**config.mk**
```make
export PLATFORM = sky130hd
export DESIGN_NAME = edge_capture_encoder
export DESIGN_NICKNAME = d
export VERILOG_FILES = /design/src/rtl/edge_capture_encoder.sv
export SDC_FILE = /design/constraint.sdc
export NUM_CORES = 1
export LEC_CHECK = 0
export BUFFER_PORTS_ARGS = -buffer_cell sky130_fd_sc_hd__clkbuf_2
export CORE_ASPECT_RATIO = 0.9
export CORE_UTILIZATION = 50
export CTS_BUF_LIST = sky130_fd_sc_hd__clkbuf_8
export DETAILED_ROUTE_END_ITERATION = 6
export PLACE_DENSITY = 0.7
export SLEW_MARGIN = 20
export SYNTH_ARGS = -nofsm -noshare
export SYNTH_HDL_FRONTEND = slang
export SYNTH_SLANG_ARGS = --single-unit
export TNS_END_PERCENT = 30
```
**constraint.sdc**
```tcl
create_clock -name clk -period 8.8 [get_ports clk]
set_input_delay 0.88 -clock clk [delete_from_list [all_inputs] [get_ports clk]]
set_output_delay 0.88 -clock clk [all_outputs]
set_load 0.01 [all_outputs]
```
**src/rtl/edge_capture_encoder.sv**
```systemverilog
// rtl/edge_capture_encoder.sv - rising-edge capture with round-robin 8-to-3 encoder and one-slot output
module edge_capture_encoder (
  input  logic       clk,
  input  logic       rst,
  input  logic [7:0] D,
  input  logic       ready,
  output logic [2:0] Y,
  output logic       valid,
  output logic [7:0] pending,
  output logic       overflow
);

  typedef enum logic {
    S_EMPTY = 1'b0,
    S_FULL  = 1'b1
  } state_t;

  state_t     r_state;
  logic [7:0] r_d_q;
  logic [7:0] r_pending;
  logic [2:0] r_y;
  logic [2:0] r_ptr;
  logic       r_overflow;

  logic [7:0] w_edge;
  logic [7:0] w_clear;
  logic [7:0] w_pending_nxt;
  logic [2:0] w_grant;
  logic [2:0] w_idx;
  logic       w_any;
  logic       w_load;
  logic       w_merge;

  // New events are rising edges against the previous cycle's sample
  assign w_edge = D & ~r_d_q;
  assign w_any  = |r_pending;

  // Slot accepts a new code when empty or when its current code leaves this cycle
  assign w_load = w_any && ((r_state == S_EMPTY) || ready);

  // Round-robin search from r_ptr upward; iterating downward lets the nearest set bit win
  always_comb begin
    w_grant = r_ptr;
    w_idx   = r_ptr;
    for (int k = 7; k >= 0; k--) begin
      w_idx = r_ptr + 3'(k);
      if (r_pending[w_idx]) begin
        w_grant = w_idx;
      end
    end
  end

  // A new edge on the bit being granted re-sets it, so set wins over clear
  assign w_clear       = w_load ? (8'b1 << w_grant) : 8'h00;
  assign w_pending_nxt = (r_pending & ~w_clear) | w_edge;
  assign w_merge       = |(w_edge & r_pending & ~w_clear);

  // Input sampling, pending event set and sticky overflow
  always_ff @(posedge clk) begin
    r_d_q <= D;
    if (rst) begin
      r_pending  <= 8'h00;
      r_overflow <= 1'b0;
    end else begin
      r_pending <= w_pending_nxt;
      if (w_merge) begin
        r_overflow <= 1'b1;
      end
    end
  end

  // Output slot state machine with registered code and round-robin pointer
  always_ff @(posedge clk) begin
    if (rst) begin
      r_state <= S_EMPTY;
      r_y     <= 3'b000;
      r_ptr   <= 3'b000;
    end else begin
      case (r_state)
        S_EMPTY: begin
          if (w_load) begin
            r_y     <= w_grant;
            r_ptr   <= w_grant + 3'd1;
            r_state <= S_FULL;
          end
        end
        S_FULL: begin
          if (w_load) begin
            r_y     <= w_grant;
            r_ptr   <= w_grant + 3'd1;
            r_state <= S_FULL;
          end else if (ready) begin
            r_state <= S_EMPTY;
          end
        end
        default: r_state <= S_EMPTY;
      endcase
    end
  end

  assign Y        = r_y;
  assign valid    = (r_state == S_FULL);
  assign pending  = r_pending;
  assign overflow = r_overflow;

endmodule

```
---- Yosys cells after proc, flatten, opt, wreduce, memory -nomap -nowiden ----
Index checks and enable logic that the tools add are counted.
word-level totals
  register bits ........................... 24
  output and inout bits ................... 13
  word-level logic and storage cells ...... 66
cells by class
  add/subtract/negate cells ............... 8
  $lt $le $gt $ge ......................... 8
  shift operators ......................... 1
  muxes and demuxes ....................... 31
  bitwise logic cells ..................... 8
  reduce and logical (&&, ||, !) cells .... 4
operator list
  cell                                                number
  AND 8 bit                                           4
  < comparator 3 x 4 -> 1 bit, second input constant  8
  2-to-1 mux 3 bit                                    10
  binary-select mux 1 bit (select 3 bit)              8
  NOT 8 bit                                           2
  OR reduction 8 bit                                  2
  adder 3 bit, second input constant                  4
  2-to-1 mux 1 bit                                    11
  2-to-1 mux 8 bit                                    1
  bitwise OR 8 bit                                    1
  << shifter 1 x 3 -> 8 bit, first input constant     1
  adder 3 x 1 -> 3 bit, second input constant         2
  adder 3 x 2 -> 3 bit, second input constant         2
  case mux 1 bit (2 select lines)                     1
  logical AND 1 bit                                   1
  logical OR 1 bit                                    1
  NOT 1 bit                                           1

---- Depth between registers and ports, before layout ----
  depth after elaboration ................. 16
  depth in mapped cells ................... 20
  mapped depth without buffers ............ 16

---- Least setup slack after synthesis ----
No wires, ideal clock.
  kind .................................... flip-flop to flip-flop
  start ................................... register r_ptr[1]
  end ..................................... register r_overflow (netlist: overflow)
  data arrival time ....................... 3685 ps
  required time ........................... 8660 ps
  setup slack ............................. 4975 ps
  stages on the path, launching flop included .. 19
  path buffers ............................ 3
  path through ............................ dfxtp_1 buf_2 buf_2 inv_1 ha_1 buf_6 mux2_1 mux4_2 or4_1 o211ai_2 nor2_4 nor2_1 ha_1 nand2_1 nand2_1 nor2_1 a211oi_1 o31a_1 a41oi_1
on the way
  word-level cells in the longest chain between the ends .. 16
ends and longest elaborated chain
  element                                 RTL line  RTL
  start: declaration                      22        logic [2:0] r_ptr;
  start signal: assignment                83        r_ptr <= w_grant + 3'd1;
  start signal: assignment                90        r_ptr <= w_grant + 3'd1;
  adder 3 bit                             46        w_idx = r_ptr + 3'(k);
  binary-select mux 1 bit (select 3 bit)  47        if (r_pending[w_idx]) begin
  2-to-1 mux 1 bit (not written as such)  47
  2-to-1 mux 3 bit (7 in series)          47
  2-to-1 mux 3 bit *                      47
  << shifter 1 x 3 -> 8 bit *             54        assign w_clear = w_load ? (8'b1 << w_grant) : 8'h00;
  2-to-1 mux 8 bit *                      54
  NOT 8 bit *                             56        assign w_merge = |(w_edge & r_pending & ~w_clear);
  AND 8 bit *                             56
  OR reduction 8 bit *                    56
  end signal: assignment                  63        r_overflow <= 1'b0;
  end signal: assignment                  67        r_overflow <= 1'b1;
  end: declaration                        23        logic r_overflow;
Mark *: on every way between the ends. The rest lies on a longest branch, timed or not. The select of a mux whose other input is x is not followed.
A chain may end at the register's enable or synchronous reset.

---- Final worst setup path ----
  start ................................... register r_ptr[0]
  end ..................................... register r_overflow (netlist: overflow)
Same word-level chain as after synthesis.

==> results by group <==
Run status
  • Status: completed

Clocking
  • Worst-path clk slew: approximately 0.08 ns
  • Clk root buf: clkbuf_8
  • Hold_buf cts: 0
  • # H-tree levels: 1
  • Post-CTS Setup Repair Bufs: 0
  • Latest clock arrival within the worst-skew pair: around 0.26 ns
  • CTS buffer count: 3
  • Clock Path Buffers: 2
  • Clock sinks: 24
  • CTS tree: built
  • Post_cts resized: 0

Global routing
  • Total GRT Usage: roughly 25%
  • Remaining global-route overflow: 0
  • Vias in the first global route: around 1800
  • Initial antenna violation count: 0
  • First-pass GRT wire length: a little over 9000 um
  • Largest net degree at the start of global routing: 33

Die
  • Die Y: about 66 um
  • Die area: between 4000 and 5000 um2
  • Row count: 22
  • Core area: 4210 um2
  • I/O pin cnt: 24
  • Die extent in x: 72.8 um
  • Initial Util: approximately 54%

Synthesis
  • Synth Flop Type: dfxtp_1
  • Synth area leader: dfxtp_1
  • Sequential share of the synthesized area: 21.3%
  • Yosys reg bits: 24
  • Mapped cell area: 2260 um2
  • Avg Inst Size Synth: a little under 9 um2
  • Synth Warn #: 0
  • Post-synth top cells: dfxtp_1 (24), nor2_1 (23), nand2_1 (20)
  • Area share of the largest cell type after synthesis: 21.3%
  • Count leader, synth: dfxtp_1
  • Synth Net Count: between 200 and 300
  • Async set-or-reset flop fraction in the synthesized netlist: 0%
  • Post-Syn Instances: around 260
  • Top area cells in the synthesized netlist: dfxtp_1 (21%), mux4_2 (13%), mux2i_1 (6.2%)
  • Post-synth EDFFs: 0
  • Cell variety after synth: 59

Finish
  • Layout cell share with drive strength beyond 1: ~24%
  • Multi-input logic area: 1610 um2
  • Fin nets: 277
  • Filler cell count in the final layout: between 300 and 400
  • Number of diodes: 0
  • Syn-to-layout area delta: 5.49%
  • Register area: about 480 um2

Timing
  • Max-slew headroom: between 30% and 40%
  • Final period util: a little over half
  • Post-route minimum period: 4.58 ns
  • RSZ-0062 raised after global routing: no
  • Final hold viol count: 0
  • Setup violations, final: 0
  • Slew @ Worst Pin: between 1 and 1.5 ns
  • Max-slew violations: 0
  • Fin worst setup slack: 4.22 ns
  • Final TNS setup: 0 ns
  • Max Clock Freq: approximately 220 MHz
  • Worst Skew: 0.00428 ns

Setup path
  • Crit end category: flip-flop
  • Worst EP required: 8.93 ns
  • RR Startpoint: r_ptr[0]
  • Setup crit start: r_ptr[0]
  • Critical Path Source Type: flip-flop
  • Reg-to-reg slack, setup: 4.22 ns
  • Crit path kind: reg -> reg
  • CP max FO: 32
  • Critical Path AT: 4.71 ns

Pwr
  • Power density of the placed cells: roughly 380 nW/um2
  • Worst ir drop on vdd: 0.239 mV
  • Total power: roughly 0.90 mW
  • LEAKAGE: 0.925 nW

Detailed routing
  • Vias: roughly 2000
  • Starting DRT DRC Count: ~220
  • Routed Antenna Nets: 0
  • Drt drc: 0
  • DR vias/cell: approximately 6.2
  • WL final: ~5500 um
  • Router iterations before antenna repair: 4
  • Wire per inst: around 17 um

Place
  • GPL Wtd Cong: slightly above 0.9
  • Hpwl dp: about 3900 um
  • Buffers on Ports: 23
  • Setup WS pre-CTS: 4.28 ns

Min path
  • Hold path startpoint: Y[2]
  • Hold Path Class: reg -> reg

Run
  • Max-cap viol count: 0
==> final timing paths <==
| kind | endpoint | cells after the start |
|---|---|---|
| worst max register to register | overflow | 17 |
| worst min-delay path | Y[2] | 2 |
| worst min register to register | Y[2] | 2 |
| worst max-delay path | overflow | 17 |
==> placed cells by master, fill, tap and decap left out, drive strengths merged, types with 4 or more instances in the layout <==
cell    netlist  routed
nand2b       11      11
and2          5       5
a211oi        4       4
dfxtp        24      24
clkbuf        8      26
nand4         4       4
nor2         24      24
a21oi        14      14
nand2        20      20
mux2         15      15
inv          10      10
o21ai         8       8
or2           4       4
mux4         13      13
nor2b         5       5
mux2i        14      14
==> power breakdown <==
group          total (mW)  internal, mW  leakage [nW]  switching [mW]
Combinational       0.680         0.289         0.703           0.391
Clock              0.0635        0.0306        0.0216          0.0329
Sequential          0.159         0.130         0.200          0.0293
Total               0.903         0.449         0.925           0.453
==> critical path: stages (launching register included) <==
cell and delay (ns):
dfxtp_1 0.31, buf_4 0.34, inv_2 0.20, ha_1 0.85, mux2_1 0.40, mux4_2 0.52
a31oi_1 0.26, o2111ai_1 0.14, o41a_1 0.17, and2_1 0.27, nor2_1 0.13, ha_1 0.15
nand2_1 0.05, nand2_1 0.12, nor2_1 0.05, a211oi_1 0.22, o31a_1 0.17, a41oi_1 0.11
==> state kept, by name, indices dropped and copies added (netlist names) <==
| name | count |
|---|---|
| overflow | 1 |
| valid | 1 |
| r_d_q | 8 |
| r_ptr | 3 |
| Y | 3 |
| pending | 8 |
==> stage by stage <==
step / area, um2 / cells / util, % / hold WS, ns
2_1_floorplan: 2260 / 256 / - / 0.477
3_3_place_gp: 2340 / 318 / 55.5 / 0.467
3_5_place_dp: 2340 / 318 / 55.5 / 0.484
4_1_cts: 2380 / 321 / 56.5 / 0.498
5_1_grt: 2380 / 321 / 56.5 / 0.513
6_report: 2380 / 321 / 56.5 / 0.495
==> cells by family (layout without fill, tap and decap cells) <==
kind of cell / count (synthesis) / count (layout) / synth area share [%]
DFF: 24 / 24 / 21.3
xor gates and xnor gates: 4 / 4 / 1.55
AOI/OAI and AO/OA: 62 / 62 / 20.1
buffers and inverters: 34 / 39 / 7.43
muxes: 42 / 42 / 27.3
adders and majority gates: 3 / 3 / 1.66
and+or+nand+nor: 87 / 87 / 20.6
==> layout make-up <==
type | count | area share, %
Inverter | 10 | 1.58
Tap cell | 60 | 3.15
Timing Repair Buffer | 26 | 5.78
Clock buffer | 3 | 1.74
Sequential cell | 24 | 20.2
Multi-Input combinational cell | 198 | 67.6
==> per-layer routing <==
metal  track usage, %  part of all wire (%)  vias up  wire [um]
li1                 -                     -      966          -
met1             37.6                    49      948       2680
met2             37.9                    44       78       2410
met3             3.68                   7.1        2        388
met4             4.17                  0.24        0         13
met5                0                     0        -          0
No activity file was read; power rests on OpenSTA's default activity.
